--- src/rtl/seq_restoring_divider.sv ---
`default_nettype none
// +--------------------------------------------------------------------------+
// | Module      : seq_restoring_divider                                      |
// | Description : Unsigned radix-2 restoring divider, one quotient bit per   |
// |               clock. Optional macro DIV_ZERO_CHECK_EN short-circuits a   |
// |               zero divisor straight to DONE and raises div_zero.         |
// | Revision    : 1.0 - initial release                                      |
// +--------------------------------------------------------------------------+
module seq_restoring_divider #(
    parameter int WIDTH = 8
) (
    input  logic             clk,
    input  logic             rst_n,
    input  logic             start,
    input  logic [WIDTH-1:0] dividend,
    input  logic [WIDTH-1:0] divisor,
    output logic             busy,
    output logic             done,
    output logic [WIDTH-1:0] quotient,
    output logic [WIDTH-1:0] remainder,
    output logic             div_zero
);

    localparam int                C_CNT_W = $clog2(WIDTH) + 1;
    localparam logic [C_CNT_W-1:0] C_LAST = C_CNT_W'(WIDTH - 1);

    typedef enum logic [1:0] {
        S_IDLE = 2'd0,
        S_BUSY = 2'd1,
        S_DONE = 2'd2
    } state_t;

    state_t             r_state;
    state_t             w_state_next;
    logic [C_CNT_W-1:0] r_cnt;
    logic [WIDTH-1:0]   r_dvs;
    logic [WIDTH-1:0]   r_dvd;
    logic [WIDTH-1:0]   r_rem;
    logic [WIDTH-1:0]   r_quotient;
    logic [WIDTH-1:0]   r_remainder;

    logic               w_accept;
    logic               w_zero_skip;
    logic               w_last;
    logic [WIDTH:0]     w_shift;
    logic               w_ge;
    logic [WIDTH-1:0]   w_diff;
    logic [WIDTH-1:0]   w_rem_next;
    logic [WIDTH-1:0]   w_dvd_next;

`ifdef DIV_ZERO_CHECK_EN
    logic               r_div_zero;
    assign w_zero_skip = (divisor == '0);
    assign div_zero    = r_div_zero;
`else
    assign w_zero_skip = 1'b0;
    assign div_zero    = 1'b0;
`endif

    assign w_accept = start && (r_state != S_BUSY);
    assign w_last   = (r_cnt == C_LAST);

    // The partial remainder is always below the divisor, so the low WIDTH
    // bits of the difference are exact whenever the trial subtract succeeds.
    assign w_shift    = {r_rem, r_dvd[WIDTH-1]};
    assign w_ge       = (w_shift >= {1'b0, r_dvs});
    assign w_diff     = w_shift[WIDTH-1:0] - r_dvs;
    assign w_rem_next = w_ge ? w_diff : w_shift[WIDTH-1:0];
    // Dividend bits leave at the top while quotient bits enter at the bottom.
    assign w_dvd_next = {r_dvd[WIDTH-2:0], w_ge};

    always_ff @(posedge clk) begin
        if (!rst_n) begin
            r_state <= S_IDLE;
        end else begin
            r_state <= w_state_next;
        end
    end

    always_comb begin
        w_state_next = r_state;
        case (r_state)
            S_IDLE: begin
                if (w_accept) begin
                    w_state_next = w_zero_skip ? S_DONE : S_BUSY;
                end
            end
            S_BUSY: begin
                if (w_last) begin
                    w_state_next = S_DONE;
                end
            end
            S_DONE: begin
                if (w_accept) begin
                    w_state_next = w_zero_skip ? S_DONE : S_BUSY;
                end else begin
                    w_state_next = S_IDLE;
                end
            end
            default: w_state_next = S_IDLE;
        endcase
    end

    always_ff @(posedge clk) begin
        if (!rst_n) begin
            r_cnt       <= '0;
            r_dvs       <= '0;
            r_dvd       <= '0;
            r_rem       <= '0;
            r_quotient  <= '0;
            r_remainder <= '0;
`ifdef DIV_ZERO_CHECK_EN
            r_div_zero  <= 1'b0;
`endif
        end else if (w_accept) begin
            r_cnt <= '0;
            r_dvs <= divisor;
            r_dvd <= dividend;
            r_rem <= '0;
`ifdef DIV_ZERO_CHECK_EN
            if (w_zero_skip) begin
                r_quotient  <= '1;
                r_remainder <= dividend;
                r_div_zero  <= 1'b1;
            end
`endif
        end else if (r_state == S_BUSY) begin
            r_rem <= w_rem_next;
            r_dvd <= w_dvd_next;
            if (w_last) begin
                r_cnt       <= '0;
                r_quotient  <= w_dvd_next;
                r_remainder <= w_rem_next;
`ifdef DIV_ZERO_CHECK_EN
                r_div_zero  <= 1'b0;
`endif
            end else begin
                r_cnt <= r_cnt + C_CNT_W'(1);
            end
        end
    end

    assign busy      = (r_state == S_BUSY);
    assign done      = (r_state == S_DONE);
    assign quotient  = r_quotient;
    assign remainder = r_remainder;

endmodule
`default_nettype wire

--- config.mk ---
export PLATFORM = sky130hd
export DESIGN_NAME = seq_restoring_divider
export DESIGN_NICKNAME = d
export VERILOG_FILES = /design/src/rtl/seq_restoring_divider.sv
export SDC_FILE = /design/constraint.sdc
export NUM_CORES = 1
export LEC_CHECK = 0
export ABC_AREA = 1
export BUFFER_PORTS_ARGS = -buffer_cell sky130_fd_sc_hd__buf_4
export CORE_MARGIN = 2
export CORE_UTILIZATION = 60
export DETAILED_ROUTE_END_ITERATION = 8
export PLACE_DENSITY = 0.86
export REMOVE_ABC_BUFFERS = 1
export SYNTH_ARGS = -nofsm -noshare
export SYNTH_HDL_FRONTEND = slang
export SYNTH_SLANG_ARGS = --single-unit
--- constraint.sdc ---
create_clock -name clk -period 2.7 [get_ports clk]
set_input_delay 0.54 -clock clk [delete_from_list [all_inputs] [get_ports clk]]
set_output_delay 0.54 -clock clk [all_outputs]
set_load 0.01 [all_outputs]
Word level (Yosys, flattened, before mapping)
Index checks and enable logic that the tools add are counted.
{ "word_totals": {"out_inout_bits": 19, "reg_bits": 46, "inputBits": 19} }
{ "classes": {"n_bitwise": 2, "n_mux": 8, "n_lt_le_gt_ge": 1, "add_sub_neg": 2, "eq_ne": 6, "n_reduce_logical": 6} }
{ "op_table": {"columns": ["cell", "n"], "rows": [
  ["8-bit two-way mux", 3],
  ["9-bit by 8-bit greater-or-equal comparator with 1-bit output", 1],
  ["8-bit subtractor", 1],
  ["2-bit case mux with 3 select lines", 1],
  ["4-bit by 1-bit adder with 4-bit output (second input constant)", 1],
  ["4-bit by 3-bit equality test with 1-bit output (second input constant)", 1],
  ["2-bit two-way mux", 2],
  ["4-bit two-way mux", 1],
  ["2-bit by 1-bit != test with 1-bit output (second input constant)", 2],
  ["3-bit AND reduction", 1],
  ["2-bit by 1-bit equality test with 1-bit output (second input constant)", 1],
  ["2-bit equality test (second input constant)", 1],
  ["2-bit zero test", 1],
  ["2-bit != test (second input constant)", 1],
  ["1-bit inverter", 2],
  ["2-bit AND reduction", 1],
  ["2-bit nonzero test", 1],
  ["2-bit OR reduction", 1],
  ["1-bit logical AND", 1],
  ["1-bit two-way mux", 1]
]} }

Depth between registers and ports, before layout
Gate-level depths: netlist of run 1.
{ "logic_depth": {"ltp_word": 4, "depth_mapped": 13, "depth_no_buf": 13} }

Worst setup path before layout of run 1
Ideal clock, no wire load.
{ "synth_path": {"path_type": "register to register", "from": "reg r_dvs[6]", "to": "reg r_remainder[7], in the netlist remainder[7]", "t_required_ns": 2.591, "setup_slack_ns": 1.107, "arrival_ns": 1.485, "stages_incl_launch_ff": 13, "cell_sequence": "dfxtp_1 > inv_1 > ha_1 > nand2_1 > nand2_1 > nand2_1 > nand2_2 > a21oi_4 > nand2_4 > nand2_2 > nand3_1 > nand2_1 > inv_1"} }
{ "synth_via": {"elab_chain_cells": 2, "elab_cells_between_ends": 3, "classes_between": "1 x add/sub; 1 x order compare; 1 x mux"} }
{ "synth_rtl": {"columns": ["element", "line", "rtl"], "rows": [
  ["from (decl)", "36", "logic [WIDTH-1:0] r_dvs;"],
  ["from (signal assigned)", "117", "r_dvs <= divisor;"],
  ["8-bit subtractor or 9-bit by 8-bit greater-or-equal comparator with 1-bit output (tied branches)", "67, 66", null],
  ["8-bit two-way mux (*)", "68", "assign w_rem_next = w_ge ? w_diff : w_shift[WIDTH-1:0];"],
  ["to (signal assigned)", "133", "r_remainder <= w_rem_next;"],
  ["to (decl)", "40", "logic [WIDTH-1:0] r_remainder;"]
]} }
Every way passes the cells marked *; elsewhere a longest branch is shown, timed or not.
A chain may end at the register's enable or synchronous reset.

Worst setup path in the final report of run 1
{ "layout_path": {"from": "reg r_state[0]", "to": "out busy"} }
{ "layout_via": {"elab_chain_cells": 1} }
{ "layout_rtl": {"columns": ["element", "line", "rtl"], "rows": [
  ["from (decl)", "33", "state_t r_state;"],
  ["from (signal assigned)", "76", "r_state <= w_state_next;"],
  ["2-bit by 1-bit equality test with 1-bit output", "143", "assign busy = (r_state == S_BUSY);"],
  ["to (decl)", "17", "output logic busy,"]
]} }
No other way between the ends.

==> impl_metrics.env, run 1 <==
export IMPL_outcome="complete, no violations"
export IMPL_syn_avg_cell_area_um2=6.94
export IMPL_instances_no_fill=427
export IMPL_post_cts_resized=0
export IMPL_r2r_start="r_dvd[7]$_SDFFE_PN0P_"
export IMPL_seq_area_frac_synth_pct=38.5
export IMPL_power_density_nw_per_um2=570
export IMPL_grt_pass1_vias=2085
export IMPL_place_ws_ps=915
export IMPL_cts_setup_buffers=0
export IMPL_leakage_nw=1.41
export IMPL_grt_total_usage_pct=25.8
export IMPL_hp_start="r_dvs[3]$_SDFFE_PN0P_"
export IMPL_initial_core_util_pct=64.0
export IMPL_core_region_area_um2=3740
export IMPL_worstHoldPathCells=2
export IMPL_ys_warn_count=0
export IMPL_die_w_um=67.2
export IMPL_die_h_um=67.2
export IMPL_cts_buffers=5
export IMPL_dr_first_iter_drc_count=195
export IMPL_final_antenna_net_count=0
export IMPL_hold_buffers=0
export IMPL_wl_per_cell_um=12.3
export IMPL_cap_violations=0
export IMPL_firstDrtPassIters=5
export IMPL_r2r_end="remainder[4]$_SDFFE_PN0P_"
export IMPL_gr_total_overflow=0
export IMPL_grt_start_max_net_pins=26
export IMPL_clk_pin_slew_worst_paths_ps=80
export IMPL_die_area_um2=4510
export IMPL_cp_start_kind="flip-flop"
export IMPL_crit_path_cell_trace="nand2_2 -> inv_1 -> buf_4"
export IMPL_slowest_stage="dfxtp_1"
export IMPL_syn_inst=345
export IMPL_synth_distinct_cells=32
export IMPL_multi_input_area_um2=1180
export IMPL_hpwl_mm=3.71
export IMPL_cts_root_buf="clkbuf_8"
export IMPL_io_pins=38
export IMPL_insertion_delay_ps=300
export IMPL_max_freq_mhz=520
export IMPL_slew_viol_final=0
export IMPL_ff_latch_area_um2=921
export IMPL_fin_nets=407
export IMPL_arrival_ps=1380
export IMPL_rows=22
export IMPL_antenna_found_initial=0
export IMPL_tns_ps=0
export IMPL_final_cell_mix="nand2_1, inv_1, dfxtp_1, nor2_1, nand3_1"
export IMPL_critical_path_top_delay_family="buffers and inverters"
export IMPL_path_class="flip-flop to output pin"
export IMPL_num_vias=2220
export IMPL_hold_class="flip-flop to flip-flop"
export IMPL_fin_ws_ps=778
export IMPL_clock_path_buffers=2
export IMPL_drc_errors=0
export IMPL_reg2regPathDepth=11
export IMPL_crit_buf_inv=2
export IMPL_rrSetupSlack_ps=880
export IMPL_worstHoldEndpoint="r_dvs[3]$_SDFFE_PN0P_"
export IMPL_design_area_um2=2770
export IMPL_gp_congestion=0.956
export IMPL_critPathMaxStageDelay_ps=370
export IMPL_num_antenna_cells=0
export IMPL_cts_max_level=2
export IMPL_rsz0062_at_grt="false"
export IMPL_post_route_period_util_pct=71.2
export IMPL_place_area_um2=2670
export IMPL_io_buffers=36
export IMPL_hold_violations=0
export IMPL_grt_pass1_wl_mm=8.90
export IMPL_finalSetupViolCount=0
export IMPL_cts_sinks=46
export IMPL_ys_ff_latch=46
export IMPL_dp_cells=419
export IMPL_layout_drive_gt1_share_pct=18.2
export IMPL_fin_skew_ps=6.66
export IMPL_wirelength_mm=5.24
export IMPL_critPathMaxFanout=14
export IMPL_netlist_area_um2=2390
export IMPL_cts_tree="built"
export IMPL_cp_end_kind="output pin"
export IMPL_final_common_cell="nand2_1"
export IMPL_drt_vias_per_instance=5.20
export IMPL_whs_ps=461
export IMPL_layout_min_cycle_time_ps=1920
export IMPL_nFillCells=316
export IMPL_ir_drop_uv=429
export IMPL_area_growth_pct=15.6
export IMPL_crit_required_ps=2160
-- power breakdown --
group	total, W	switching, W	internal, W	leakage, nW
combinational	0.000415	0.000268	0.000147	0.988
sequential	0.000724	0.0000171	0.000707	0.375
clock	0.000437	0.000231	0.000206	0.0472
-- worst reg2reg max path: stages, from the launching register on --
cell and delay, ps:
dfxtp_1 360, inv_1 70, ha_1 200, fa_1 400
inv_1 90, nand3_1 60, nand3_1 100, xor2_1 240
nand2_2 80, nand3_1 80, nand2_1 50, inv_1 40
-- state kept, by name, indices dropped and copies added (netlist names) --
name,count
r_state,2
r_dvd,8
r_rem,8
r_cnt,4
remainder,8
quotient,8
r_dvs,8
-- worst max path at each step --
| stage | startpoint | endpoint | slack [ps] | cells past startpoint |
|---|---|---|---|---|
| 3_5_place_dp | r_dvd[7]$_SDFFE_PN0P_ | r_rem[4]$_SDFFE_PP0P_ | 910 | 11 |
| 5_1_grt | r_state[0]$_SDFFE_PN0P_ | r_dvd[0]$_SDFFE_PN0P_ | 670 | 7 |
| 6_report | r_state[0]$_SDFFE_PN0P_ | busy | 780 | 3 |
| 4_1_cts | r_state[0]$_SDFFE_PN0P_ | busy | 800 | 3 |
| 2_1_floorplan | r_dvs[6]$_SDFFE_PN0P_ | r_rem[7]$_SDFFE_PP0P_ | 1090 | 12 |
| 3_3_place_gp | r_dvd[7]$_SDFFE_PN0P_ | r_rem[4]$_SDFFE_PP0P_ | 940 | 11 |
-- synthesized netlist by cell type (all sizes together) --
cell	n	share of area, %
o221ai	4	1.5
xnor2	2	0.73
o21ai	22	4.6
nand2	76	14
a211oi	1	0.31
nor3	2	0.63
nand3	42	9.0
dfxtp	46	38
conb	1	0.16
ha	9	4.7
clkbuf	6	0.94
clkinv	2	0.31
inv	61	9.6
or2	2	0.63
a21oi	15	3.6
buf	5	1.5
nor2	45	7.8
xor2	2	0.73
fa	1	0.84
nand4	1	0.26
-- metrics by stage --
stage	util (%)	power [W]
final	74.0	0.00158
after global routing	74.0	0.00167
after CTS	74.0	0.00157
after detailed placement	71.4	0.00115
after global placement	71.4	0.00114
after floorplan	-	0.00105
-- layout make-up --
type                            count  share of cell area (%)
Timing Repair Buffer               37                    10.0
Clock buffer                        6                    2.98
Multi-Input combinational cell    225                    42.6
Clock inverter                      2                   0.452
Inverter                           63                    8.54
Tap cell                           48                    2.17
Sequential cell                    46                    33.3
-- metal layers --
layer  part of all wire (%)  track usage (%)  up-vias
li1                       -                -     1137
met1                     46             33.8     1007
met2                     46             42.1       66
met3                    6.4             5.17       10
met4                    1.7             9.95        0
met5                      0                0        -
-- logic make-up (layout without fill, tap and decap cells) --
group	after synthesis	in the layout	synth area share, %
AO/OA/AOI/OAI	42	42	9.98
XOR/XNOR	4	4	1.46
adder cells (fa/ha/maj)	10	10	5.54
buffers and inverters	74	108	12.3
flip-flops	46	46	38.5
other	1	1	0.157
AND/OR/NAND/NOR	168	168	32.1
No activity file was read; power rests on OpenSTA's default activity.
==> run 2: changes to the inputs <==
--- a/config.mk
+++ b/config.mk
@@ -8,9 +8,9 @@
 export ABC_AREA = 1
 export BUFFER_PORTS_ARGS = -buffer_cell sky130_fd_sc_hd__buf_4
 export CORE_MARGIN = 2
-export CORE_UTILIZATION = 60
+export CORE_UTILIZATION = 51
 export DETAILED_ROUTE_END_ITERATION = 8
-export PLACE_DENSITY = 0.86
+export PLACE_DENSITY = 0.78
 export REMOVE_ABC_BUFFERS = 1
 export SYNTH_ARGS = -nofsm -noshare
 export SYNTH_HDL_FRONTEND = slang
==> constraint.sdc (replaced) <==
create_clock -name clk -period 1.65 [get_ports clk]
set_input_delay 0.33 -clock clk [delete_from_list [all_inputs] [get_ports clk]]
set_output_delay 0.33 -clock clk [all_outputs]
set_load 0.01 [all_outputs]
==> impl_metrics.env, run 2 (synthesis results as in run 1) <==
export IMPL_outcome="finished, violations left"
export IMPL_violations="setup timing"
export IMPL_post_route_period_util_pct=101
export IMPL_dr_first_iter_drc_count=128
export IMPL_hold_violations=0
export IMPL_nFillCells=359
export IMPL_place_ws_ps=-152
export IMPL_clk_pin_slew_worst_paths_ps=80
export IMPL_gp_congestion=0.814
export IMPL_clock_path_buffers=2
export IMPL_r2r_start="r_rem[1]$_SDFFE_PP0P_"
export IMPL_worstHoldEndpoint="r_dvs[0]$_SDFFE_PN0P_"
export IMPL_slew_viol_final=0
export IMPL_critPathMaxFanout=8
export IMPL_io_pins=38
export IMPL_rrSetupSlack_ps=-20
export IMPL_hold_class="primary input to flip-flop"
export IMPL_postLayoutCoreUtil_pct=73.0
export IMPL_cts_max_level=2
export IMPL_num_vias=2366
export IMPL_hpwl_mm=3.91
export IMPL_fin_nets=429
export IMPL_p_int_w=0.00203
export IMPL_rows=24
export IMPL_place_area_um2=2810
export IMPL_ir_drop_uv=574
export IMPL_layout_min_cycle_time_ps=1670
export IMPL_instances_no_fill=453
export IMPL_crit_required_ps=1900
export IMPL_cap_violations=0
export IMPL_cts_sinks=46
export IMPL_p_sw_w=0.00103
export IMPL_dp_cells=441
export IMPL_multi_input_area_um2=1440
export IMPL_wirelength_mm=6.13
export IMPL_grt_pass1_vias=2181
export IMPL_insertion_delay_ps=310
export IMPL_design_area_um2=3240
export IMPL_grt_total_usage_pct=22.3
export IMPL_p_comb_share_pct=32.9
export IMPL_cp_start_kind="flip-flop"
export IMPL_num_antenna_cells=0
export IMPL_power_frac_seq_pct=39.2
export IMPL_p_clk_share_pct=27.9
export IMPL_die_area_um2=5260
export IMPL_final_common_cell="nand2_1"
export IMPL_drt_vias_per_instance=5.22
export IMPL_fin_skew_ps=8.02
export IMPL_die_h_um=72.5
export IMPL_reg2regPathDepth=10
export IMPL_hp_start="divisor[0]"
export IMPL_finalSetupViolCount=3
export IMPL_initial_core_util_pct=53.9
export IMPL_arrival_ps=1920
export IMPL_max_freq_mhz=600
export IMPL_ff_latch_area_um2=938
export IMPL_wl_per_cell_um=13.5
export IMPL_cts_root_buf="clkbuf_8"
export IMPL_worstHoldPathCells=3
export IMPL_r2r_end="r_rem[4]$_SDFFE_PP0P_"
export IMPL_rsz0062_at_grt="true"
export IMPL_die_w_um=72.5
export IMPL_core_region_area_um2=4440
export IMPL_final_cell_mix="nand2_1, buf_4, inv_1, nor2_1, dfxtp_1"
export IMPL_hold_buffers=0
export IMPL_io_buffers=36
export IMPL_fin_ws_ps=-16.3
export IMPL_antenna_found_initial=0
export IMPL_switching_share_pct=33.7
export IMPL_gr_total_overflow=0
export IMPL_drc_errors=0
export IMPL_power_density_nw_per_um2=942
export IMPL_cts_buffers=5
export IMPL_final_antenna_net_count=0
export IMPL_path_class="flip-flop to flip-flop"
export IMPL_area_growth_pct=35.4
export IMPL_cp_end_kind="flip-flop"
export IMPL_cts_tree="built"
export IMPL_layout_drive_gt1_share_pct=33.9
export IMPL_firstDrtPassIters=4
export IMPL_grt_start_max_net_pins=26
export IMPL_leakage_nw=1.56
export IMPL_grt_pass1_wl_mm=9.27
export IMPL_crit_start="r_rem[1]$_SDFFE_PP0P_"
[run 2: cell count changes in the layout (fill, tap and decap cells not counted), sizes merged]
cell	before	now
nand2	76	77
clkbuf	6	7
clkinvlp	1	0
clkinv	3	2
bufinv	0	1
buf	37	58
[run 2: metrics by stage]
step | hold slack (ps) | total power (W) | setup TNS, ps
final | 280 | 0.00305 | -34.9
after global routing | 293 | 0.00319 | -931
after CTS | 291 | 0.00288 | 0
after detailed placement | 453 | 0.00197 | -312
after global placement | 444 | 0.00195 | -221
after floorplan | 428 | 0.00171 | 0
[run 2: worst max-delay path by stage]
stage / end / cells past startpoint / slack (ps)
final: r_rem[4]$_SDFFE_PP0P_ / 10 / -20
after global routing: remainder[7]$_SDFFE_PN0P_ / 12 / -100
after CTS: r_rem[4]$_SDFFE_PP0P_ / 11 / 2
after detailed placement: r_rem[4]$_SDFFE_PP0P_ / 11 / -150
after global placement: remainder[4]$_SDFFE_PN0P_ / 11 / -110
after floorplan: r_rem[7]$_SDFFE_PP0P_ / 12 / 40
[run 2: cell type report]
| cell class | count | share of cell area (%) |
|---|---|---|
| inverter | 63 | 7.29 |
| clock buffer | 7 | 2.35 |
| tap | 52 | 2.01 |
| multi-input combinational | 226 | 44.5 |
| sequential | 46 | 28.9 |
| timing repair buffer | 58 | 14.0 |
| clock inverter | 1 | 0.926 |
[run 2: worst max-delay path: stages (launching register included)]
cell and delay (ps):
dfxtp_4 370, ha_4 240, buf_4 140, nand2_4 70
nor2_4 50, a21oi_4 240, buf_8 200, nand3_2 120
nand3_2 90, nand2_1 50, inv_1 50
[run 2: layer usage]
| layer | vias to the layer above | track usage, % | part of all wire [%] |
|---|---|---|---|
| met5 | - | 0 | 0 |
| met4 | 0 | 7.41 | 2.0 |
| met3 | 14 | 5.42 | 4.8 |
| met2 | 64 | 39.8 | 52 |
| met1 | 1105 | 26.0 | 41 |
| li1 | 1183 | - | - |
[run 2: power groups by stage]
stage	Sequential (W)	Combinational (W)	Clock [W]
detailed placement	0.00121	0.000762	0
global route	0.00120	0.00109	0.000896
finish	0.00120	0.00100	0.000852
floorplan	0.00120	0.000513	0
global placement	0.00121	0.000739	0
CTS	0.00119	0.000845	0.000851
[run 2: repair_timing]
item,4_1_cts,5_1_grt
setup endpoints to repair,16,19
setup buffers,0,3
pin swaps,7,10
resized for setup,20,44
cloned,1,0
==> run 3: changes to the inputs <==
==> constraint.sdc (replaced) <==
create_clock -name clk -period 1.5 [get_ports clk]
set_input_delay 0.3 -clock clk [delete_from_list [all_inputs] [get_ports clk]]
set_output_delay 0.3 -clock clk [all_outputs]
set_load 0.01 [all_outputs]
==> impl_metrics.env, run 3 (synthesis results as in run 1) <==
export IMPL_outcome="finished, violations left"
export IMPL_violations="setup timing"
export IMPL_grt_start_max_net_pins=24
export IMPL_ff_latch_area_um2=943
export IMPL_cap_violations=0
export IMPL_slew_viol_final=0
export IMPL_path_class="flip-flop to flip-flop"
export IMPL_final_antenna_net_count=0
export IMPL_num_vias=2551
export IMPL_initial_core_util_pct=53.9
export IMPL_cts_sinks=46
export IMPL_hold_violations=0
export IMPL_area_growth_pct=50.9
export IMPL_tns_ps=-2570
export IMPL_switching_share_pct=37.4
export IMPL_arrival_ps=1950
export IMPL_ir_drop_uv=576
export IMPL_grt_total_usage_pct=26.6
export IMPL_nFillCells=288
export IMPL_cts_tree="built"
export IMPL_cts_max_level=2
export IMPL_io_buffers=36
export IMPL_final_common_cell="buf_4"
export IMPL_p_comb_share_pct=41.9
export IMPL_num_antenna_cells=0
export IMPL_die_area_um2=5260
export IMPL_hold_class="primary input to flip-flop"
export IMPL_cts_buffers=5
export IMPL_cp_start_kind="flip-flop"
export IMPL_critPathMaxStageDelay_ps=340
export IMPL_rsz0062_at_grt="true"
export IMPL_grt_pass1_vias=2412
export IMPL_cp_end_kind="flip-flop"
export IMPL_die_w_um=72.5
export IMPL_p_int_w=0.00223
export IMPL_gp_congestion=0.843
export IMPL_antenna_found_initial=0
export IMPL_critical_path_top_delay_family="simple AND/OR/NAND/NOR gates"
export IMPL_firstDrtPassIters=5
export IMPL_p_clk_share_pct=21.0
export IMPL_crit_required_ps=1710
export IMPL_post_route_period_util_pct=116
export IMPL_wl_per_cell_um=15.4
export IMPL_critPathMaxFanout=3
export IMPL_power_w=0.00356
export IMPL_io_pins=38
export IMPL_layout_min_cycle_time_ps=1740
export IMPL_power_density_nw_per_um2=985
export IMPL_dr_first_iter_drc_count=180
export IMPL_p_sw_w=0.00133
export IMPL_fin_nets=453
export IMPL_slowest_stage="dfxtp_2"
export IMPL_insertion_delay_ps=310
export IMPL_final_cell_mix="buf_4, nand2_1, inv_1, nor2_1, dfxtp_1"
export IMPL_core_region_area_um2=4440
export IMPL_cp_common_cell="nand2_1"
export IMPL_wirelength_mm=7.31
export IMPL_crit_buf_inv=3
export IMPL_rows=24
export IMPL_cts_root_buf="clkbuf_8"
export IMPL_clock_path_buffers=2
export IMPL_layout_drive_gt1_share_pct=45.3
export IMPL_power_frac_seq_pct=37.0
export IMPL_max_freq_mhz=576
export IMPL_gr_total_overflow=0
export IMPL_hpwl_mm=3.97
export IMPL_finalSetupViolCount=17
export IMPL_dp_cells=456
export IMPL_multi_input_area_um2=1630
export IMPL_fin_ws_ps=-235
export IMPL_die_h_um=72.5
export IMPL_instances_no_fill=476
export IMPL_grt_pass1_wl_mm=10.9
export IMPL_clk_pin_slew_worst_paths_ps=90
export IMPL_fin_skew_ps=7.67
export IMPL_leakage_nw=1.72
export IMPL_drt_vias_per_instance=5.36
export IMPL_drc_errors=0
export IMPL_crit_path_cell_trace="inv_2 -> ha_4 -> nor2_1 -> nand2_2 -> buf_4 -> nand3_2 -> nand2_1 -> nand2_1 -> nand2_1 -> nand2_4 -> nand3_2 -> nand2_1 -> inv_1"
[run 3: cell count changes in the layout (fill, tap and decap cells not counted), moves of 3 or more]
| cell | before | now |
|---|---|---|
| nand3_2 | 11 | 18 |
| inv_2 | 8 | 15 |
| nand2_8 | 0 | 3 |
| dfxtp_2 | 8 | 12 |
| nand2_1 | 56 | 50 |
| buf_6 | 1 | 4 |
| dfxtp_1 | 36 | 32 |
| nand3_1 | 27 | 15 |
| nand2_4 | 5 | 10 |
| nand3_4 | 4 | 9 |
| inv_1 | 53 | 45 |
| buf_4 | 55 | 76 |
[run 3: cell type report]
cell class                      instances  area share (%)
Clock buffer                            6            2.01
Clock inverter                          1           0.208
Inverter                               63            6.79
Multi-Input combinational cell        226            45.1
Sequential cell                        46            26.1
Tap cell                               52            1.80
Timing Repair Buffer                   82            18.0
[run 3: repair_timing]
action,in CTS,in global routing
hold buffers,0,0
endpoints found under the hold margin,0,0
endpoints found under the setup margin,19,21
gates cloned,1,0
pin swaps,24,28
setup buffers,11,1
resized for setup,65,51
[run 3: worst reg2reg max path, cell delays in order (launching register included)]
cell     delay [ps]
dfxtp_2         340
inv_2            50
ha_4            170
nor2_1          180
nand2_2         110
buf_4           150
nand3_2          80
nand2_1          70
nand2_1          90
nand2_1          90
nand2_4          90
nand3_2         100
nand2_1         100
inv_1            40
[run 3: path summary, 6_finish.rpt]
| path | startpoint | to | slack (ps) | cells past startpoint |
|---|---|---|---|---|
| min | divisor[0] | r_dvs[0]$_SDFFE_PN0P_ | 250 | 3 |
| max reg2reg | r_dvs[2]$_SDFFE_PN0P_ | remainder[7]$_SDFFE_PN0P_ | -240 | 13 |
| min reg2reg | quotient[6]$_SDFFE_PN0P_ | quotient[6]$_SDFFE_PN0P_ | 490 | 2 |
| max | r_dvs[2]$_SDFFE_PN0P_ | remainder[7]$_SDFFE_PN0P_ | -240 | 13 |
[run 3: per-layer routing]
layer  share of wire, %  GRT usage [%]  vias up
met5                  0              0        -
met4                4.9           14.0        0
met2                 52           48.7       91
met1                 39           29.3     1186
li1                   -              -     1239
met3                4.5           4.03       35
[run 3: metrics by stage]
stage          instance area (um2)  hold slack, ps  setup WS [ps]  utilization (%)
4_1_cts                       3420             253           -104             76.9
3_3_place_gp                  2940             466           -253             66.1
3_5_place_dp                  2940             478           -242             66.1
2_1_floorplan                 2340             398           -114                -
6_report                      3610             249           -235             81.3
5_1_grt                       3610             268           -304             81.3
[run 3: power groups by stage]
stage	sequential, W	combinational (W)	clock [W]
2_1_floorplan	0.00132	0.000565	0
3_3_place_gp	0.00133	0.000859	0
3_5_place_dp	0.00133	0.000872	0
4_1_cts	0.00132	0.00118	0.000752
5_1_grt	0.00132	0.00158	0.000797
6_report	0.00132	0.00149	0.000749
